[src/rtl/rom_upload_server.sv]
// Host upload path: fetches bytes back out of the loaded ROM regions on ioctl read strobes.
// Optional feature macro: UPLOAD_CHECKSUM_EN adds a 16-bit running sum output (upload_sum).
module rom_upload_server #(
  parameter int          RD_LATENCY = 1,
  parameter logic [7:0]  FILL_BYTE  = 8'hFF,
  parameter logic [24:0] TOP_ADDR   = 25'h1C100
) (
  input  logic        CLK,
  input  logic        RESET,
  input  logic        ioctl_upload,
  input  logic        ioctl_rd,
  input  logic [24:0] ioctl_addr,
  output logic [7:0]  ioctl_din,
  output logic        ioctl_wait,
  output logic [14:0] mem_addr,
  output logic [4:0]  mem_sel,
  output logic        mem_rd,
  input  logic [7:0]  mem_q,
  output logic [24:0] upload_count,
  output logic        upload_done,
  output logic        overrun
`ifdef UPLOAD_CHECKSUM_EN
  ,
  output logic [15:0] upload_sum
`endif
);

  // state   | meaning
  // IDLE    | no fetch in flight
  // ISSUE   | mem_rd strobe cycle, address/select registered
  // WAIT    | counting RD_LATENCY cycles for mem_q
  // CAPTURE | new ioctl_din visible, byte counted
  typedef enum logic [1:0] {S_IDLE, S_ISSUE, S_WAIT, S_CAPTURE} state_t;

  localparam logic [1:0] LAT_M1 = 2'(RD_LATENCY - 1);

  state_t      r_state, w_next;
  logic [1:0]  r_cnt;
  logic        r_pend_v, w_pend_v;
  logic [24:0] r_pend_addr, w_pend_addr;
  logic        r_unmapped;
  logic        r_upl;
  logic        w_rd_ok, w_take_new, w_use_pend, w_issue, w_cap, w_ovr_set, w_wait;
  logic [24:0] w_req_addr, w_base;
  logic [4:0]  w_sel;
  logic        w_unm;
  logic [14:0] w_local;

  assign w_rd_ok    = ioctl_rd & ioctl_upload;
  assign w_issue    = w_take_new | w_use_pend;
  assign w_req_addr = w_use_pend ? r_pend_addr : ioctl_addr;

  always_comb begin
    w_sel  = 5'b00000;
    w_base = 25'h0;
    w_unm  = 1'b0;
    if (w_req_addr < 25'h08000) begin
      w_sel = 5'b00001;
    end else if (w_req_addr < 25'h10000) begin
      w_sel = 5'b00010; w_base = 25'h08000;
    end else if (w_req_addr < 25'h18000) begin
      w_sel = 5'b00100; w_base = 25'h10000;
    end else if (w_req_addr < 25'h1C000) begin
      w_sel = 5'b01000; w_base = 25'h18000;
    end else if (w_req_addr < TOP_ADDR) begin
      w_sel = 5'b10000; w_base = 25'h1C000;
    end else begin
      w_unm = 1'b1;
    end
    w_local = 15'(w_req_addr - w_base);
  end

  always_comb begin
    w_next      = r_state;
    w_take_new  = 1'b0;
    w_use_pend  = 1'b0;
    w_cap       = 1'b0;
    w_ovr_set   = 1'b0;
    w_pend_v    = r_pend_v;
    w_pend_addr = r_pend_addr;
    if (!ioctl_upload) begin
      w_next   = S_IDLE;
      w_pend_v = 1'b0;
    end else begin
      case (r_state)
        S_IDLE: begin
          if (r_pend_v) begin
            w_next = S_ISSUE; w_use_pend = 1'b1;
          end else if (w_rd_ok) begin
            w_next = S_ISSUE; w_take_new = 1'b1;
          end
        end
        S_ISSUE: w_next = S_WAIT;
        S_WAIT: begin
          if (r_cnt == 2'd0) begin
            w_next = S_CAPTURE; w_cap = 1'b1;
          end
        end
        S_CAPTURE: begin
          if (r_pend_v) begin
            w_next = S_ISSUE; w_use_pend = 1'b1;
          end else begin
            w_next = S_IDLE;
          end
        end
        default: w_next = S_IDLE;
      endcase
      if (w_use_pend) w_pend_v = 1'b0;
      // A slot freed this cycle can take the new request; otherwise a full slot drops it.
      if (w_rd_ok && !w_take_new) begin
        if (r_pend_v && !w_use_pend) begin
          w_ovr_set = 1'b1;
        end else begin
          w_pend_v    = 1'b1;
          w_pend_addr = ioctl_addr;
        end
      end
    end
    w_wait = (w_next == S_ISSUE) || (w_next == S_WAIT) || w_pend_v;
  end

  always_ff @(posedge CLK or posedge RESET) begin
    if (RESET) begin
      r_state      <= S_IDLE;
      r_cnt        <= 2'd0;
      r_pend_v     <= 1'b0;
      r_pend_addr  <= 25'h0;
      r_unmapped   <= 1'b0;
      r_upl        <= 1'b0;
      ioctl_din    <= 8'h00;
      ioctl_wait   <= 1'b0;
      mem_addr     <= 15'h0;
      mem_sel      <= 5'b00000;
      mem_rd       <= 1'b0;
      upload_count <= 25'h0;
      upload_done  <= 1'b0;
      overrun      <= 1'b0;
    end else begin
      r_state     <= w_next;
      r_pend_v    <= w_pend_v;
      r_pend_addr <= w_pend_addr;
      r_upl       <= ioctl_upload;
      ioctl_wait  <= w_wait;
      upload_done <= r_upl & ~ioctl_upload;
      mem_rd      <= w_issue & ~w_unm;
      if (w_issue) begin
        mem_addr   <= w_unm ? 15'h0 : w_local;
        mem_sel    <= w_sel;
        r_unmapped <= w_unm;
      end
      if (w_next == S_ISSUE) r_cnt <= LAT_M1;
      else if (r_state == S_WAIT && r_cnt != 2'd0) r_cnt <= r_cnt - 2'd1;
      if (w_cap) begin
        ioctl_din    <= r_unmapped ? FILL_BYTE : mem_q;
        upload_count <= upload_count + 25'd1;
      end
      if (ioctl_upload & ~r_upl) begin
        upload_count <= 25'h0;
        overrun      <= 1'b0;
      end else if (w_ovr_set) begin
        overrun <= 1'b1;
      end
    end
  end

`ifdef UPLOAD_CHECKSUM_EN
  always_ff @(posedge CLK or posedge RESET) begin
    if (RESET) begin
      upload_sum <= 16'h0;
    end else if (ioctl_upload & ~r_upl) begin
      upload_sum <= 16'h0;
    end else if (w_cap) begin
      upload_sum <= upload_sum + {8'h00, (r_unmapped ? FILL_BYTE : mem_q)};
    end
  end
`endif

endmodule

[config.mk]
export PLATFORM = sky130hd
export DESIGN_NAME = rom_upload_server
export DESIGN_NICKNAME = d
export VERILOG_FILES = /design/src/rtl/rom_upload_server.sv
export SDC_FILE = /design/constraint.sdc
export NUM_CORES = 1
export LEC_CHECK = 0
export CAP_MARGIN = 25
export CORE_MARGIN = 4
export CORE_UTILIZATION = 40
export CTS_CLUSTER_DIAMETER = 50
export DETAILED_ROUTE_END_ITERATION = 7
export PLACE_DENSITY = 0.66
export SLEW_MARGIN = 20
export SYNTH_ARGS = -nofsm -noshare
export SYNTH_HDL_FRONTEND = slang
export SYNTH_SLANG_ARGS = --single-unit
[constraint.sdc]
create_clock -name CLK -period 4 [get_ports CLK]
set_input_delay 0.8 -clock CLK [delete_from_list [all_inputs] [get_ports CLK]]
set_output_delay 0.8 -clock CLK [all_outputs]
set_load 0.05 [all_outputs]
[Word level (Yosys, flattened, before mapping)]
Index checks and enable logic that the tools add are counted.
Storage, ports and cells
  input bits: 37
  register bits: 89
Operators by class
  multiplexer cells: 49
  equality and inequality tests: 5
  add/subtract/negate cells: 3
  bitwise logic cells: 9
  reductions and logical operators: 15
  order comparisons: 5
Operators with widths (count)
  $lt 25x17->1 const B: 4
  $mux 15: 6
  $mux 25: 3
  $mux 1: 27
  $add 25x1->25 const B: 1
  $lt 25x16->1 const B: 1
  $mux 5: 5
  $sub 15x15->15: 1
  $mux 2: 6
  $mux 8: 1
  $pmux 2 s4: 1
  $reduce_bool 2->1: 4
  $eq 2x2->1 const B: 3
  $and 1x1->1: 4
  $eq 2x1->1 const B: 2
  $logic_not 2->1: 2
  $not 1->1: 4
  $logic_and 1x1->1: 3
  $reduce_and 3->1: 1
  $logic_not 1->1: 2
  $logic_or 1x1->1: 2
  $reduce_or 2->1: 1
  $sub 2x1->2 const B: 1
  $or 1x1->1: 1

[Depth between registers and ports, before layout]
Gate-level depths: netlist of the first run.
  depth in word-level cells: 14
  depth in mapped cells: 8
  gate-level depth less buffers: 7

[Worst setup path before layout of the first run]
Ideal clock, no wire load.
  path type: input to register
  start point: in ioctl_upload
  end point: reg upload_count[17]
  cell stages on the path: 6
  data arrival time: 2091 ps
  path slack: 1777 ps
  setup time: 132 ps
  data required time: 3868 ps
  path through: buf_2 nand3_1 nor4_2 nand4_1 xor2_1 nor2_1
Between the ends
  cells in the longest elaborated chain, start to end: 2
  elaborated cells on any way between the ends: 4
  classes of those cells: 2 x mux; 1 x bitwise; 1 x reduce/logical
Ends and longest elaborated chain
  start, declared: line 10  | input logic ioctl_upload,
  $and 1x1->1 or $mux 1 (tied branches): line 157, 81
  $mux 25 or $reduce_bool 2->1 (tied branches)
  end signal, assigned: line 155  | upload_count <= upload_count + 25'd1;
  end, declared: line 19  | output logic [24:0] upload_count,
Parallel ways exist; a longest one is shown, timed or not.
A chain may end at the register's enable or synchronous reset.

[Worst setup path in the final report of the first run]
Same ends and word-level chain as after synthesis.

==> results of run 1 <==
==> metrics by stage <==
step                power, mW  utilization (%)  instance area (µm²)  setup WS [ps]
finish                   2.43             54.4                 5340            956
global route             2.58             54.4                 5340            683
CTS                      2.46             54.4                 5340            927
detailed placement       1.88             52.5                 5160            550
global placement         1.86             52.5                 5160            636
floorplan                1.65                -                 4060            893
==> cell families (layout without fill, tap and decap cells) <==
group / count (synthesis) / after routing / synth area share [%]
simple gates: 135 / 135 / 15.9
flops: 89 / 89 / 54.8
mux: 46 / 46 / 12.2
compound gates: 42 / 42 / 7.51
xor+xnor: 25 / 25 / 5.39
buf+inv: 23 / 124 / 2.40
fa+ha+maj: 6 / 6 / 1.85
==> tightest hold or removal path, cell delays in order, from the launching register on <==
cell and delay, ps:
dfrtp_1 350, nand2_1 50, nand2_1 50
==> per-layer routing <==
layer / global-route usage, % / part of all wire, % / routed length, µm / vias up
met1: 20.1 / 44 / 3900 / 1511
met4: 6.04 / 1.8 / 159 / 0
met5: 0 / 0 / 0 / -
li1: - / - / - / 1455
met3: 3.55 / 5.2 / 463 / 15
met2: 26.7 / 49 / 4320 / 75
==> cell type report <==
class | count | area [µm²] | area share (%)
clock buffers | 11 | 141 | 2.65
clock inverters | 5 | 40.0 | 0.750
well taps | 133 | 166 | 3.12
inverters | 9 | 35.0 | 0.656
repair buffers | 99 | 988 | 18.5
flip-flops and latches | 89 | 2230 | 41.7
multi-input cells | 254 | 1740 | 32.6
==> report_power, final <==
part | internal [mW] | switching [mW] | total [mW] | leakage [nW]
clock | 0.247 | 0.331 | 0.577 | 0.0822
combinational | 0.292 | 0.374 | 0.666 | 1.15
sequential | 1.08 | 0.109 | 1.19 | 1.17
total | 1.62 | 0.813 | 2.43 | 2.40
==> flip-flops by register name, indices dropped and copies added, names as in the netlist, 2 cells and up <==
register      count
mem_addr         15
ioctl_din         8
r_state           2
r_cnt             2
upload_count     25
r_pend_addr      25
mem_sel           5
==> synth_stat cells, types with 2 or more instances <==
library cell,count
a21boi_0,2
a21oi_1,2
a32o_1,4
and3_1,3
buf_2,3
clkbuf_1,10
dfrtp_1,89
ha_1,6
inv_1,9
mux2_2,27
mux2i_1,19
nand2_1,49
nand2b_1,2
nand3_1,15
nand4_1,9
nor2_1,35
nor2b_1,5
nor3_2,2
nor4_1,5
o21ai_0,17
o21ai_2,10
or4_1,2
xnor2_1,5
xor2_1,20
==> final timing paths <==
| path | depth (start not counted) | slack (ps) | endpoint |
|---|---|---|---|
| max | 6 | 960 | upload_count[17] |
| max in group asynchronous | 3 | 2380 | upload_count[16] |
| min in group asynchronous | 2 | 920 | ioctl_din[1] |
| min | 2 | 470 | ioctl_din[2] |
| min reg2reg | 2 | 470 | ioctl_din[2] |
| max reg2reg | 9 | 1360 | mem_addr[11] |
==> results by group, run 1 <==
Run status
  • Status: completed

Yosys
  • Syn Area/Cell: 11.1 µm²
  • Synth area leader: dfrtp_1
  • Largest cells by area after synthesis: dfrtp_1 (55%), mux2_2 (7.5%), mux2i_1 (4.7%)
  • Post-synthesis sequential area ratio: 54.8%
  • Post-synth EDFFs: 0
  • Synth top area share: 54.8%
  • Post-Syn Instances: 366
  • Synth warnings: 0
  • Post-Syn Nets: 409
  • Cell area after synthesis: 0.00406 mm²
  • Library cells used by synthesis: 40
  • Post-synth top flop: dfrtp_1
  • Async SR Flop Fraction: 100%
  • #FFs+latches synth: 89

Worst setup path
  • Setup crit start kind: input port
  • Critical path peak fanout: 13
  • CP Capture Type: flop
  • Worst Path Arrival: 3280 ps
  • CP bufs+invs: 1
  • CP delay by family, top: simple AND/OR/NAND/NOR gates
  • Critical-path cell with the highest stage delay: nor4_2
  • Critical path, cell by cell: clkdlybuf4s50_1, nand3_1, nor4_2, nand4_1, xor2_1, nor2_1
  • Slowest stage delay, CP: 870 ps
  • Reg-to-reg critical path startpoint: r_state[0]
  • Crit path kind: input port to flop
  • Worst endpoint required time: 4230 ps
  • Worst setup path startpoint: ioctl_upload

Placement
  • Port bufs: 93
  • Placer Congestion: 0.804
  • Final HPWL DP: 6400 µm
  • Cell count after placement: 584

Layout
  • Commonest non-fill, non-tap cells in the layout: clkdlybuf4s50_1 (93), dfrtp_1 (89), nand2_1 (49)
  • Non-filler cells, final: 600
  • Synthesis-to-finish area growth: 31.4%
  • Ant. Diodes: 0
  • Proportion of layout cells with a drive suffix above 1: 13.9%
  • Fillers: 879
  • Commonest non-fill, non-tap cell in the layout: clkdlybuf4s50_1
  • # nets final: 505

Clock network
  • Postcts setup bufs: 0
  • H-tree Lvls: 3
  • CTS tree: done
  • Clock transition at the registers of the reported paths: 90 ps
  • Worst-Skew Late Latency: 350 ps
  • Clock Sinks: 89
  • Post-CTS resize count: 0
  • Hold Buf Count CTS: 0
  • Cts bufs inserted: 9
  • Max clock buf depth: 2
  • Root buffer cell: clkbuf_8

Die
  • Rows: 36
  • Core area: 0.00982 mm²
  • Boundary Pins: 94
  • Vert. Die Dim: 109 µm
  • Die extent in x: 109 µm
  • Die area: 0.0118 mm²
  • Initial core utilization: 41.4%

Job
  • Max cap viols: 0

Timing
  • Worst Clk Skew: 10.5 ps
  • Setup violation total in the final timing report: 0
  • Final Cycle Share: 76.1%
  • Setup_tns: 0 ps
  • Fmax: 328 MHz
  • Hold violation count in the final report: 0
  • Crit path time final: 3040 ps
  • Final Max Slew Viols: 0
  • Setup repair after global routing missed its margin: false
  • Min Hold Slack: 473 ps
  • Slew @ Worst Pin: 881 ps
  • Max_slew headroom: 41.2%

Global route
  • Grt ovf: 0
  • First-pass GRT wire length: 15000 µm
  • Number of global-route vias before repair: 3192
  • Initial antenna violation count: 0
  • GRT Overall Usage: 15.9%
  • Largest net degree at the start of global routing: 52

Detailed routing
  • Wire per inst: 14.7 µm
  • Via count: 3056
  • DRC: 0
  • Pre-Repair DR Iteration Count: 4
  • Post-route antenna net violation count: 0
  • Final WL: 8840 µm
  • Initial DRC count: 86
  • Via density: 5.09

Hold path
  • Hold Crit Start: ioctl_din[2]
  • Tightest Hold Check Type: flop to flop

Pwr
  • VDD IR-drop max: 0.233 mV
  • PD cells: 456 mW/mm²
  • P_leak: 2.40 nW
(Power assumes the default switching activity.)
==> run 2, diff against run 1 <==
Settings changed: PLACE_DENSITY 0.66 to 0.69.
Clock period 4 ns to 2.47 ns, I/O delays scaled along.
==> results by group, run 2 (synthesized netlist as in run 1, its figures left out) <==
Run status
  • Status: completed (unchanged)

Worst setup path
  • Crit path kind: flop to flop (was input port to flop)
  • Reg-to-reg endpoint: r_unmapped (was mem_addr[11])
  • CP endpoint: r_unmapped (was upload_count[17])
  • Reg-to-reg critical path startpoint: r_state[0] (unchanged)
  • Critical path peak fanout: 19 (was 13)
  • Worst endpoint required time: 2740 ps (was 4230 ps)
  • R2R setup slack: 210 ps (was 1360 ps)
  • CP Capture Type: flop (unchanged)
  • Worst R2R Path Depth: 9 (unchanged)
  • Worst setup path startpoint: r_state[0] (was ioctl_upload)
  • Worst Path Arrival: 2530 ps (was 3280 ps)
  • Setup crit start kind: flop (was input port)

Layout
  • Commonest non-fill, non-tap cells in the layout: clkdlybuf4s50_1 (93), dfrtp_1 (89), nand2_1 (49) (unchanged)
  • Commonest non-fill, non-tap cell in the layout: clkdlybuf4s50_1 (unchanged)
  • Area taken by flip-flops and latches: 0.00223 mm² (unchanged)
  • Fillers: 923 (was 879)
  • Non-filler cells, final: 608 (was 600)
  • Multi-input logic area: 0.00174 mm² (unchanged)
  • # nets final: 513 (was 505)
  • Proportion of layout cells with a drive suffix above 1: 15.4% (was 13.9%)
  • Synthesis-to-finish area growth: 33.4% (was 31.4%)
  • Ant. Diodes: 0 (unchanged)
  • Top Registers: r_pend_addr x25, upload_count x25, mem_addr x15 (unchanged)

Clock network
  • Cts bufs inserted: 9 (unchanged)
  • Hold Buf Count CTS: 0 (unchanged)
  • Max clock buf depth: 2 (unchanged)
  • H-tree Lvls: 3 (unchanged)
  • Clock Sinks: 89 (unchanged)
  • Clock transition at the registers of the reported paths: 80 ps (was 90 ps)
  • CTS tree: done (unchanged)
  • Post-CTS resize count: 0 (unchanged)
  • Worst-Skew Late Latency: 360 ps (was 350 ps)
  • Root buffer cell: clkbuf_8 (unchanged)
  • Postcts setup bufs: 0 (unchanged)

Die
  • Vert. Die Dim: 109 µm (unchanged)
  • Boundary Pins: 94 (unchanged)
  • Core area: 0.00982 mm² (unchanged)
  • Die extent in x: 109 µm (unchanged)
  • Die area: 0.0118 mm² (unchanged)
  • Initial core utilization: 41.4% (unchanged)
  • Rows: 36 (unchanged)

Timing
  • Worst Clk Skew: 7.80 ps (was 10.5 ps)
  • Setup repair after global routing missed its margin: false (unchanged)
  • Final Cycle Share: 91.7%
  • Final Max Slew Viols: 0 (unchanged)
  • Hold violation count in the final report: 0 (unchanged)
  • Setup violation total in the final timing report: 0 (unchanged)
  • Fmax: 442 MHz
  • Setup_tns: 0 ps (unchanged)
  • Crit path time final: 2260 ps
  • Slew @ Worst Pin: 606 ps (was 881 ps)
  • Max_slew headroom: 59.4% (was 41.2%)

Placement
  • Port bufs: 93 (unchanged)
  • Cell count after placement: 592 (was 584)
  • Placer Congestion: 0.811 (was 0.804)
  • Final HPWL DP: 6650 µm (was 6400 µm)

Global route
  • Grt ovf: 0 (unchanged)
  • GRT Overall Usage: 16.7% (was 15.9%)
  • Largest net degree at the start of global routing: 90 (was 52)
  • Initial antenna violation count: 0 (unchanged)
  • First-pass GRT wire length: 15600 µm (was 15000 µm)
  • Number of global-route vias before repair: 3173 (was 3192)

Detailed routing
  • Post-route antenna net violation count: 0 (unchanged)
  • Via count: 3056 (unchanged)
  • Final WL: 9260 µm (was 8840 µm)
  • Initial DRC count: 85 (was 86)
  • Via density: 5.03 (was 5.09)
  • DRC: 0 (unchanged)
  • Wire per inst: 15.2 µm (was 14.7 µm)
  • Pre-Repair DR Iteration Count: 4 (unchanged)

Hold path
  • Tightest Hold Check Type: flop to flop (unchanged)
  • Hold Crit Start: mem_addr[4] (was ioctl_din[2])

Pwr
  • VDD IR-drop max: 0.436 mV (was 0.233 mV)
  • PD cells: 727 mW/mm² (was 456 mW/mm²)
  • P_leak: 2.46 nW (was 2.40 nW)

Job
  • Max cap viols: 0 (unchanged)
-- run 2: stage by stage --
step | hold slack, ps | setup WS [ps] | power (mW) | utilization [%] | cell area (µm²)
floorplan | 465 | 406 | 2.67 | - | 4070
global placement | 454 | 181 | 3.04 | 53.4 | 5250
detailed placement | 464 | 125 | 3.09 | 53.4 | 5250
CTS | 489 | 185 | 3.99 | 55.2 | 5420
global route | 512 | 4.60 | 4.17 | 55.2 | 5420
finish | 482 | 206 | 3.94 | 55.2 | 5420
-- run 2: layout make-up --
type,instances,area share (%)
flip-flops and latches,89,41.1
repair buffers,107,19.8
multi-input cells,254,32.1
inverters,9,0.693
well taps,133,3.07
clock inverters,6,0.808
clock buffers,10,2.36
-- run 2: worst min path at each step --
| stage | cells after the start | end |
|---|---|---|
| floorplan | 1 | upload_done |
| global placement | 2 | ioctl_din[5] |
| detailed placement | 2 | ioctl_din[5] |
| CTS | 2 | ioctl_din[3] |
| global route | 2 | mem_addr[7] |
| finish | 2 | mem_addr[4] |
-- run 2: where the power goes --
part,leakage [nW],internal [mW],total [mW],switching (mW)
logic,1.20,0.487,1.10,0.616
clock network,0.0866,0.369,0.888,0.519
registers,1.17,1.75,1.95,0.193
-- run 2: per-layer routing --
metal | share of wire [%] | GRT usage, % | up-vias
met5 | 0 | 0 | -
met2 | 48 | 27.0 | 87
met4 | 1.7 | 4.51 | 0
met1 | 44 | 21.7 | 1476
met3 | 6.8 | 5.62 | 14
li1 | - | - | 1479
-- run 2: critical path: stages, from the launching register on --
cell,delay (ps)
dfrtp_1,390
inv_1,80
ha_1,380
nand3b_1,290
buf_4,290
nor2_1,130
a22oi_1,80
o21ai_2,170
buf_12,170
a21boi_0,190
==> run 3, diff against run 2 <==
Settings changed: HOLD_SLACK_MARGIN set to 0.05, PLACE_DENSITY 0.69 to unset, PLACE_DENSITY_LB_ADDON set to 0.1.
Clock period 2.47 ns to 2.2 ns, I/O delays scaled along.
==> results by group, run 3 (synthesized netlist as in run 1, its figures left out) <==
Timing
  • Max_slew headroom: 62.7% (was 59.4%)
  • Setup violation total in the final timing report: 0 (unchanged)
  • Crit path time final: 2110 ps
  • Fmax: 475 MHz
  • Worst Clk Skew: 7.23 ps (was 7.80 ps)
  • Hold violation count in the final report: 0 (unchanged)
  • Min Hold Slack: 468 ps (was 482 ps)
  • Final Cycle Share: 95.8%
  • Setup repair after global routing missed its margin: false (unchanged)
  • Slew @ Worst Pin: 557 ps (was 606 ps)
  • Final Max Slew Viols: 0 (unchanged)

Clock network
  • H-tree Lvls: 3 (unchanged)
  • CTS tree: done (unchanged)
  • Hold Buf Count CTS: 0 (unchanged)
  • Worst-Skew Late Latency: 330 ps (was 360 ps)
  • Root buffer cell: clkbuf_8 (unchanged)
  • Max clock buf depth: 2 (unchanged)
  • Clock Sinks: 89 (unchanged)
  • Cts bufs inserted: 9 (unchanged)
  • Clock transition at the registers of the reported paths: 80 ps (about the same)

Detailed routing
  • Initial DRC count: 114 (was 85)
  • Via density: 4.95 (was 5.03)
  • Via count: 3029 (was 3056)
  • Pre-Repair DR Iteration Count: 4 (unchanged)
  • Wire per inst: 15.1 µm (was 15.2 µm)
  • Final WL: 9220 µm (was 9260 µm)
  • Post-route antenna net violation count: 0 (unchanged)
  • DRC: 0 (unchanged)

Worst setup path
  • Slowest stage delay, CP: 880 ps (was 390 ps)
  • Critical-path cell with the highest stage delay: clkdlybuf4s50_1 (was dfrtp_1)
  • Critical path, cell by cell: clkdlybuf4s50_1 (was inv_1, ha_1, nand3b_1, buf_4, nor2_1, a22oi_1, o21ai_2, buf_12, a21boi_0)
  • Crit path kind: flop to output port (was flop to flop)
  • Worst R2R Path Depth: 8 (was 9)
  • CP delay by family, top: buffers and inverters (unchanged)
  • CP Capture Type: output port (was flop)
  • Setup crit start kind: flop (unchanged)
  • Critical path depth: 1 (was 9)
  • Critical path peak fanout: 7 (was 19)
  • Worst Path Arrival: 1670 ps (was 2530 ps)
  • CP bufs+invs: 1 (was 3)
  • Worst endpoint required time: 1760 ps (was 2740 ps)

Layout
  • Proportion of layout cells with a drive suffix above 1: 15.9% (was 15.4%)
  • Synthesis-to-finish area growth: 35.2% (was 33.4%)
  • Top Registers: r_pend_addr x25, upload_count x25, mem_addr x15 (unchanged)
  • Multi-input logic area: 0.00175 mm² (was 0.00174 mm²)
  • Ant. Diodes: 0 (unchanged)
  • Final core utilization: 56.0% (was 55.2%)
  • Area taken by flip-flops and latches: 0.00223 mm² (unchanged)
  • Non-filler cells, final: 612 (was 608)
  • # nets final: 517 (was 513)
  • Fillers: 904 (was 923)
  • Commonest non-fill, non-tap cell in the layout: clkdlybuf4s50_1 (unchanged)
  • Commonest non-fill, non-tap cells in the layout: clkdlybuf4s50_1 (93), dfrtp_1 (89), nand2_1 (49) (unchanged)

Die
  • Core area: 0.00982 mm² (unchanged)
  • Boundary Pins: 94 (unchanged)
  • Die area: 0.0118 mm² (unchanged)
  • Die extent in x: 109 µm (unchanged)
  • Rows: 36 (unchanged)
  • Initial core utilization: 41.4% (unchanged)
  • Vert. Die Dim: 109 µm (unchanged)

Hold path
  • Hold path cells: 2 (unchanged)
  • Tightest Hold Check Type: flop to flop (unchanged)

Placement
  • Port bufs: 93 (unchanged)
  • Placer Congestion: 0.791 (was 0.811)
  • Final HPWL DP: 6710 µm (was 6650 µm)
  • Cell count after placement: 595 (was 592)

Pwr
  • PD cells: 825 mW/mm² (was 727 mW/mm²)
  • P_leak: 2.49 nW (was 2.46 nW)
  • VDD IR-drop max: 0.482 mV (was 0.436 mV)
  • Final total power: 4.53 mW (was 3.94 mW)

Global route
  • First-pass GRT wire length: 15400 µm (was 15600 µm)
  • GRT Overall Usage: 16.8% (was 16.7%)
  • Number of global-route vias before repair: 3033 (was 3173)
  • Initial antenna violation count: 0 (unchanged)
  • Largest net degree at the start of global routing: 90 (unchanged)
  • Grt met2 use: 27.4% (was 27.0%)
  • Grt ovf: 0 (unchanged)
  • Met1 Usage GRT: 22.5% (was 21.7%)
  • Met3 GRT Util: 4.68% (was 5.62%)
  • Busiest layer in global routing: met2 (unchanged)

Job
  • Max cap viols: 0 (unchanged)

Run status
  • Status: completed (unchanged)
run 3: timing repair:
| action | CTS | global route |
|---|---|---|
| buffers inserted | 0 | 1 |
| resized for setup | 0 | 3 |
| endpoints found under the hold margin | 0 | 0 |
| endpoints found under the setup margin | 0 | 13 |
run 3: report_power, final:
| group | internal (mW) | total (mW) | switching (mW) |
|---|---|---|---|
| Combinational | 0.572 | 1.27 | 0.699 |
| Sequential | 1.97 | 2.17 | 0.200 |
| Clock | 0.555 | 1.09 | 0.539 |
run 3: worst min-delay path: stages (launching register included):
cell	delay, ps
dfrtp_1	350
nand2_1	50
nand2_1	40
run 3: worst paths after layout:
path,startpoint,endpoint,slack (ps)
max in group asynchronous,RESET,r_pend_addr[19],1260
min reg2reg,ioctl_din[1],ioctl_din[1],470
min,ioctl_din[1],ioctl_din[1],470
min in group asynchronous,RESET,r_pend_addr[2],590
max,upload_count[7],upload_count[7],90
max reg2reg,r_state[0],mem_addr[10],170
run 3: stage by stage:
stage | setup TNS, ps | instance area [µm²] | setup slack (ps)
finish | 0 | 5490 | 93.1
global placement | 0 | 5280 | 50.2
detailed placement | -20.1 | 5280 | -20.1
global route | 0 | 5490 | 31.4
floorplan | 0 | 4070 | 136
CTS | 0 | 5470 | 49.0
run 3: layout make-up:
cell class	instances	share of cell area, %
sequential	89	40.5
tap	133	3.03
clock inverter	3	0.729
timing repair buffer	111	20.4
inverter	9	0.683
clock buffer	13	2.71
multi-input combinational	254	31.9
run 3: per-layer routing:
metal / routed length [µm] / share of wire (%) / vias up
met2: 4630 / 50 / 58
li1: - / - / 1477
met4: 45 / 0.49 / 0
met5: 0 / 0 / -
met1: 4180 / 45 / 1490
met3: 361 / 3.9 / 4
